==> config.mk <==
export PLATFORM = sky130hd
export DESIGN_NAME = simon_job_scheduler
export DESIGN_NICKNAME = d
export VERILOG_FILES = /design/src/rtl/simon_job_scheduler.sv
export SDC_FILE = /design/constraint.sdc
export NUM_CORES = 1
export LEC_CHECK = 0
export ABC_AREA = 1
export CAP_MARGIN = 0
export CORE_AREA = 10 10 157 130
export CTS_BUF_LIST = sky130_fd_sc_hd__clkbuf_4 sky130_fd_sc_hd__clkbuf_8 sky130_fd_sc_hd__clkbuf_16
export CTS_CLUSTER_SIZE = 16
export DETAILED_ROUTE_END_ITERATION = 7
export DIE_AREA = 0 0 167 140
export GPL_TIMING_DRIVEN = 0
export PLACE_DENSITY = 0.8
export SLEW_MARGIN = 20
export SYNTH_ARGS = -nofsm -noshare
export SYNTH_HDL_FRONTEND = slang
export SYNTH_SLANG_ARGS = --single-unit
export TNS_END_PERCENT = 1
==> constraint.sdc <==
create_clock -name clk -period 5.3 [get_ports clk]
set_clock_uncertainty 0.05 [all_clocks]
set_input_delay 0.795 -clock clk [delete_from_list [all_inputs] [get_ports clk]]
set_output_delay 0.795 -clock clk [all_outputs]
set_load 0.1 [all_outputs]
==> src/rtl/simon_job_scheduler.sv <==
// simon_job_scheduler: round-robin front end that feeds two requesters
// into one shared iterative SIMON datapath and hands back the result.
module simon_job_scheduler #(
    parameter int N = 16,
    parameter int M = 4,
    parameter int T = 32,
    parameter int C = 5
) (
    input  logic             clk,
    input  logic             R,
    input  logic             req0_valid,
    input  logic [2*N-1:0]   req0_plain,
    input  logic [M*N-1:0]   req0_key,
    output logic             req0_ready,
    input  logic             req1_valid,
    input  logic [2*N-1:0]   req1_plain,
    input  logic [M*N-1:0]   req1_key,
    output logic             req1_ready,
    output logic [2*N-1:0]   core_blk,
    output logic [M*N-1:0]   core_key,
    output logic             core_ld,
    output logic             core_en,
    output logic [C-1:0]     core_count,
    input  logic [2*N-1:0]   core_cipher,
    output logic             res_valid,
    input  logic             res_ready,
    output logic [2*N-1:0]   res_cipher,
    output logic             res_id,
    output logic             busy
);

    typedef enum logic [1:0] {
        IDLE,
        LOAD,
        RUN,
        DONE
    } state_t;

    localparam logic [C-1:0] LAST = C'(T - 1);

    state_t         state;
    state_t         nxt;
    logic [2*N-1:0] blk_q;
    logic [M*N-1:0] key_q;
    logic [C-1:0]   cnt;
    logic           owner;
    logic           last;
    logic           gnt0;
    logic           gnt1;
    logic           idle;

    assign idle       = (state == IDLE);
    assign req0_ready = idle && gnt0;
    assign req1_ready = idle && gnt1;
    assign core_blk   = blk_q;
    assign core_key   = key_q;
    assign core_count = cnt;

    // last == 1 means requester 1 was served most recently, so 0 wins a tie
    always_comb begin
        gnt0 = 1'b0;
        gnt1 = 1'b0;
        unique case (1'b1)
            (req0_valid && req1_valid): begin
                gnt0 = last;
                gnt1 = !last;
            end
            (req0_valid && !req1_valid): gnt0 = 1'b1;
            (!req0_valid && req1_valid): gnt1 = 1'b1;
            default: ;
        endcase
    end

    always_ff @(posedge clk or posedge R) begin
        if (R) begin
            state <= IDLE;
        end else begin
            state <= nxt;
        end
    end

    always_comb begin
        nxt     = state;
        core_ld = 1'b0;
        core_en = 1'b0;
        busy    = 1'b1;
        unique case (state)
            IDLE: begin
                busy = 1'b0;
                if (req0_valid || req1_valid) begin
                    nxt = LOAD;
                end
            end
            LOAD: begin
                core_ld = 1'b1;
                nxt     = RUN;
            end
            RUN: begin
                core_en = 1'b1;
                if (cnt == LAST) begin
                    nxt = DONE;
                end
            end
            DONE: begin
                if (res_ready) begin
                    nxt = IDLE;
                end
            end
            default: nxt = IDLE;
        endcase
    end

    always_ff @(posedge clk or posedge R) begin
        if (R) begin
            blk_q      <= '0;
            key_q      <= '0;
            cnt        <= '0;
            owner      <= 1'b0;
            last       <= 1'b1;
            res_valid  <= 1'b0;
            res_cipher <= '0;
            res_id     <= 1'b0;
        end else begin
            unique case (state)
                IDLE: begin
                    cnt <= '0;
                    if (gnt1) begin
                        blk_q <= req1_plain;
                        key_q <= req1_key;
                        owner <= 1'b1;
                    end else if (gnt0) begin
                        blk_q <= req0_plain;
                        key_q <= req0_key;
                        owner <= 1'b0;
                    end
                end
                LOAD: begin
                    cnt <= '0;
                end
                RUN: begin
                    // the datapath presents the final-round state on this cycle
                    if (cnt == LAST) begin
                        res_cipher <= core_cipher;
                        res_id     <= owner;
                        res_valid  <= 1'b1;
                    end else begin
                        cnt <= cnt + C'(1);
                    end
                end
                DONE: begin
                    if (res_ready) begin
                        res_valid <= 1'b0;
                        last      <= owner;
                        cnt       <= '0;
                    end
                end
                default: ;
            endcase
        end
    end

endmodule

==> metrics.yaml, run 1 <==
clocking:
  numCtsBuffers: 17
  clock_sinks: 139
  cts_buffer_depth: 2
  cts_max_level: 4
  clk_pin_slew_ns: 0.07
  postCtsHoldBufs: 0
  post_cts_buffers: 0
  clock_latency_ns: 0.41
  cts_tree: "done"
  post_cts_resized: 0
  root_buffer: "clkbuf_16"
place:
  placed_area_um2: 10600
  post-dp-hpwl_um: 20900
  numPortBuffers: 368
  globalplace.congestion: 0.880
  dp_cells: 1423
synthesis:
  ys_types: 20
  postSynthCellCount: 829
  ys_ff_latch: 139
  synth-edff-count: 0
  syn_nets: 1064
  netlist_top_cells_count: "405 x nand2_1, 138 x dfrtp_1, 108 x inv_1"
  yosysWarnings: 0
  synth_top_area_cell: "dfrtp_1"
  ys_top_cells_by_area: "dfrtp_1 53%, nand2_1 23%, o211ai_1 11%"
  ys_seq_area_share_pct: 53.0
  yosysMostFrequentCell: "nand2_1"
  synth_area_per_cell_um2: 7.92
  ys.flop_type: "dfrtp_1"
  ys_async_sr_fraction_pct: 100
  mappedNetlistArea_um2: 6570
  synth_top_area_share_pct: 52.6
detailed_routing:
  vias_per_cell: 4.73
  drt_drc_violations_left: 0
  routedWlPerCell_um: 18.0
  vias: 6891
  wirelength_um: 26200
  drt_pass1_iterations: 5
  initialDrtViolationCount: 428
  ant_nets: 0
pwr:
  ir_drop_v: 0.000371
  p_int_w: 0.00323
  cellPowerDensity_nw_per_um2: 707
  clkPwrFrac_pct: 14.5
  p_seq_share_pct: 21.4
  p_sw_w: 0.00464
  switching_share_pct: 59.0
  power.leakage_nw: 5.42
  p_comb_share_pct: 64.1
run:
  maxCapViolations: 0
hold_path:
  min_path_type: "reg2reg"
  hold_start: "core_blk[18]"
  whs_path_depth: 2
final_layout:
  filler_cell_count: 1452
  nets: 1452
  final_layout_size_suffix_gt1_share_pct: 5.69
  post-route-cell-area_um2: 11100
  area_delta_synth_final_pct: 69.4
  fin_cells: 1456
critical_path:
  crit_required_ns: 4.45
  crit_type: "in2out"
  critPathLaunchType: "input port"
  path_max_fanout: 10
  worstSetupStartpoint: "req0_valid"
  endpoint_kind: "output pin"
  rr_startpoint: "state[0]"
  arrival_ns: 3.59
  reg2regPathDepth: 9
global_route:
  grt_pass1_wl_um: 40200
  grt_pass1_vias: 6945
  grt_max_degree: 77
  antenna_found_initial: 1
  grt_usage_pct: 21.7
  overflow: 0
die:
  core_um2: 17200
  die_w_um: 167
  dieArea_um2: 23400
  io_pins: 369
  die_h_um: 140
  core.rowCount: 43
  start_util_pct: 38.3
outcome:
  outcome: "finished, final reports clean"
timing:
  worst_pin_slew_ns: 1.04
  final_hold_viol_count: 0
  slew_violations: 0
  fin_crit_ns: 4.43
  post-route-period-util_pct: 83.6
  slew_headroom_pct: 30.3
  max_freq_mhz: 226
  rsz0062_at_grt: "false"
  setup_viol: 0
critical path, stage by stage:
cell             delay [ns]
clkdlybuf4s50_1        0.52
nand2_1                0.07
nand2_1                0.15
buf_2                  0.36
buf_2                  0.35
nand2_1                0.10
nor2_1                 0.09
clkdlybuf4s50_1        1.14
power by group through the flow:
stage	Combinational, W	Sequential [W]	Clock [W]
final	0.00504	0.00168	0.00114
after global routing	0.00529	0.00173	0.00120
after CTS	0.00508	0.00168	0.00116
after detailed placement	0.00507	0.00169	0
after global placement	0.00503	0.00168	0
after floorplan	0.000986	0.00437	0
stage by stage:
stage | setup WS, ns | setup TNS, ns | util [%] | power, W | hold WS, ns
finish | 0.869 | 0 | 64.8 | 0.00786 | 0.429
floorplan | 0.732 | 0 | - | 0.00536 | 0.441
CTS | 0.875 | 0 | 64.8 | 0.00792 | 0.431
global route | 0.751 | 0 | 64.8 | 0.00822 | 0.446
global placement | -1.40 | -191.55 | 61.4 | 0.00670 | 0.411
detailed placement | 0.883 | 0 | 61.6 | 0.00676 | 0.414
layout by cell type, fill, tap and decap left out:
| cell type | n |
|---|---|
| o21bai_1 | 1 |
| nand4_1 | 2 |
| clkinvlp_4 | 5 |
| nor2_1 | 4 |
| a31oi_1 | 1 |
| dfrtp_1 | 138 |
| o211ai_1 | 97 |
| nand2_1 | 405 |
| buf_1 | 1 |
| inv_8 | 4 |
| inv_1 | 107 |
| o21ai_0 | 6 |
| ha_1 | 6 |
| a21oi_1 | 3 |
| clkbuf_1 | 17 |
| clkbuf_16 | 17 |
| o22ai_1 | 1 |
| inv_6 | 6 |
| nand3_1 | 3 |
| dfstp_2 | 1 |
| inv_2 | 4 |
| clkdlybuf4s50_1 | 368 |
| diode_2 | 1 |
| a21oi_4 | 1 |
| buf_2 | 29 |
| clkinv_2 | 1 |
| buf_4 | 1 |
| buf_16 | 1 |
per-layer routing:
layer,vias to the layer above,wire [µm],GRT usage [%]
met5,-,0,0
met4,0,323,5.08
met3,18,2490,8.95
met2,265,12800,35.8
met1,3241,10600,25.9
li1,3367,-,-
registers in the layout (all words and copies together) (netlist names):
| name | count |
|---|---|
| core_blk | 32 |
| last | 1 |
| res_cipher | 32 |
| res_valid | 1 |
| res_id | 1 |
| core_key | 64 |
| state | 2 |
| owner | 1 |
| core_count | 5 |
worst paths after layout:
path	end	slack [ns]
setup / recovery	req0_ready	0.87
hold / removal	core_blk[18]	0.43
min in group asynchronous	core_key[48]	0.75
hold reg to reg	core_blk[18]	0.43
max in group asynchronous	last	3.67
setup reg to reg	core_key[22]	3.25
final cells by class:
class / instances / area, µm² / share of cell area [%]
Clock inverter: 15 / 129 / 1.16
Multi-Input combinational cell: 530 / 2450 / 22.0
Sequential cell: 139 / 3480 / 31.3
Antenna cell: 1 / 2.50 / 0.0225
Clock buffer: 17 / 425 / 3.82
Timing Repair Buffer: 369 / 3710 / 33.4
Inverter: 112 / 428 / 3.85
Tap cell: 225 / 282 / 2.53
Buffer: 48 / 220 / 1.98
cells by family after synthesis:
group | after synthesis | synth area share, %
AOI/OAI and AO/OA | 110 | 12.3
adders and majority gates | 6 | 1.14
buffers and inverters | 160 | 9.75
DFF | 139 | 53.0
and+or+nand+nor | 414 | 23.8
Note: power is estimated with default switching activity, not from simulation.
==> run 2: changes to the inputs <==
==> constraint.sdc (replaced) <==
create_clock -name clk -period 4.3 [get_ports clk]
set_clock_uncertainty 0.05 [all_clocks]
set_input_delay 0.645 -clock clk [delete_from_list [all_inputs] [get_ports clk]]
set_output_delay 0.645 -clock clk [all_outputs]
set_load 0.1 [all_outputs]
==> run 2 against run 1 <==
First-iteration DRC count fell by 12%. Worst setup slack got worse by 0.69 ns. Clock-buffer cell count rose by 3. Combinational power rose by 24%. Utilization rose by 0.77 points. Critical path type unchanged. Largest cell class unchanged. Largest power group unchanged.
==> metrics.yaml, run 2 (synthesis gave the netlist of run 1 again) <==
critical_path:
  critPathBufInv: 4  # unchanged
  path_cells: "clkdlybuf4s50_1, nand2_1, nand2_1, buf_2, buf_2, nand2_1, nor2_1, clkdlybuf4s50_1"
  arrival_ns: 3.43  # -0.16 ns
  endpoint_kind: "output pin"
  slowest_delay_ns: 1.14  # about the same
  crit_type: "in2out"
  cp.depth: 8  # unchanged
  path_max_fanout: 10  # unchanged
  crit_family: "buffers and inverters"
  critPathLaunchType: "input port"
  reg2regPathDepth: 9  # unchanged
  crit_required_ns: 3.61  # -0.84 ns
  crit_path_frequent_cell: "nand2_1"
  crit_slowest_cell: "clkdlybuf4s50_1"
final_layout:
  largest_reg_flops: 64  # unchanged
  mostFrequentLayoutCells: "405 x nand2_1, 368 x clkdlybuf4s50_1, 138 x dfrtp_1"
  post-route-cell-area_um2: 11300  # +1.2%
  final_common_cell: "nand2_1"
  final_layout_size_suffix_gt1_share_pct: 6.00  # +0.31 points
  n_antenna_cell: 0  # -1
  nets: 1456  # +0.28%
  filler_cell_count: 1401  # -3.5%
  area_delta_synth_final_pct: 71.4
  fin_util_pct: 65.6  # +0.77 points
clocking:
  clock_latency_ns: 0.40  # about the same
  post_cts_buffers: 0  # unchanged
  cts_max_level: 4  # unchanged
  clk_pin_slew_ns: 0.06  # about the same
  numCtsBuffers: 17  # unchanged
  postCtsHoldBufs: 0  # unchanged
  post_cts_resized: 0  # unchanged
  clock_sinks: 139  # unchanged
  cts_tree: "done"
  cts_buffer_depth: 2  # unchanged
  root_buffer: "clkbuf_16"
detailed_routing:
  vias_per_cell: 4.70  # -0.70%
  drt_pass1_iterations: 5  # unchanged
  ant_nets: 0  # unchanged
  wirelength_um: 26200  # +0.11%
  vias: 6857  # -0.49%
  initialDrtViolationCount: 378  # -12%
  routedWlPerCell_um: 18.0  # about the same
  drt_drc_violations_left: 0  # unchanged
global_route:
  overflow: 0  # unchanged
  grt_max_degree: 32  # -58%
  grt_pass1_wl_um: 39800  # -1.1%
  grt_usage_pct: 21.5  # -0.19 points
  grt_pass1_vias: 6939  # -0.086%
  antenna_found_initial: 0  # -1
timing:
  rsz0062_at_grt: "false"
  post-route-period-util_pct: 95.9
  setup_viol: 0  # unchanged
  tns_ns: 0  # unchanged
  slew_violations: 0  # unchanged
  worst_slack_ns: 0.177  # -0.692 ns
  max_freq_mhz: 243
  final_hold_viol_count: 0  # unchanged
  slew_headroom_pct: 25.7  # -4.6 points
  worst_pin_slew_ns: 1.11  # +0.0688 ns
  fin_crit_ns: 4.12
pwr:
  p_sw_w: 0.00567  # +22%
  p_seq_share_pct: 21.2  # -0.2 points
  power.leakage_nw: 5.48  # +1.1%
  clkPwrFrac_pct: 15.2  # +0.7 points
  ir_drop_v: 0.000538  # +45%
  p_comb_share_pct: 63.6  # -0.5 points
  fin_total_pwr_w: 0.00981  # +25%
  switching_share_pct: 57.9  # -1.1 points
  p_int_w: 0.00413  # +28%
  cellPowerDensity_nw_per_um2: 871  # +23%
place:
  post-place-ws_ns: 0.186  # -0.697 ns
  globalplace.congestion: 0.884  # +0.50%
  placed_area_um2: 10700  # +0.79%
  post-dp-hpwl_um: 21000  # +0.51%
  numPortBuffers: 368  # unchanged
die:
  die_h_um: 140  # unchanged
  start_util_pct: 38.3  # unchanged
  core.rowCount: 43  # unchanged
  core_um2: 17200  # unchanged
  die_w_um: 167  # unchanged
  dieArea_um2: 23400  # unchanged
  io_pins: 369  # unchanged
run:
  maxCapViolations: 0  # unchanged
outcome:
  outcome: "finished, final reports clean"
hold_path:
  min_path_type: "reg2reg"
  whs_path_depth: 2  # unchanged
-- run 2: worst paths after layout --
| kind | slack [ns] | startpoint | end |
|---|---|---|---|
| max | 0.18 | req0_valid | req0_ready |
| min | 0.43 | core_key[23] | core_key[23] |
| max reg2reg | 2.26 | state[0] | core_key[15] |
| min reg2reg | 0.43 | core_key[23] | core_key[23] |
| max in group asynchronous | 2.83 | R | core_count[3] |
| min in group asynchronous | 0.49 | R | core_blk[1] |
-- run 2: power groups by stage --
stage	clock [W]	sequential [W]	combinational, W
after floorplan	0	0.00539	0.00122
after global placement	0	0.00207	0.00621
after detailed placement	0	0.00208	0.00627
after CTS	0.00152	0.00208	0.00628
after global routing	0.00158	0.00214	0.00651
final	0.00149	0.00208	0.00624
-- run 2: worst min-delay path, stage by stage, from the launching register on --
cell and delay (ns):
dfrtp_1 0.34, nand2_1 0.05, nand2_1 0.05
-- run 2: metrics by stage --
| stage | cells | hold WS, ns |
|---|---|---|
| floorplan | 829 | 0.441 |
| global placement | 1422 | 0.410 |
| detailed placement | 1427 | 0.414 |
| CTS | 1459 | 0.431 |
| global route | 1459 | 0.443 |
| finish | 1459 | 0.426 |
-- run 2: final cells by class --
type / count / area (µm²) / share of cell area, %
sequential: 139 / 3480 / 30.9
inverter: 112 / 424 / 3.77
multi-input combinational: 530 / 2450 / 21.7
timing repair buffer: 373 / 3800 / 33.7
buffer: 48 / 220 / 1.96
tap: 225 / 282 / 2.50
clock buffer: 20 / 467 / 4.15
clock inverter: 12 / 138 / 1.22
-- run 2: metal layers --
| layer | track usage (%) | routed length, µm |
|---|---|---|
| met5 | 0 | 0 |
| met1 | 24.7 | 10400 |
| met4 | 6.41 | 586 |
| met2 | 36.0 | 13100 |
| met3 | 8.95 | 2140 |
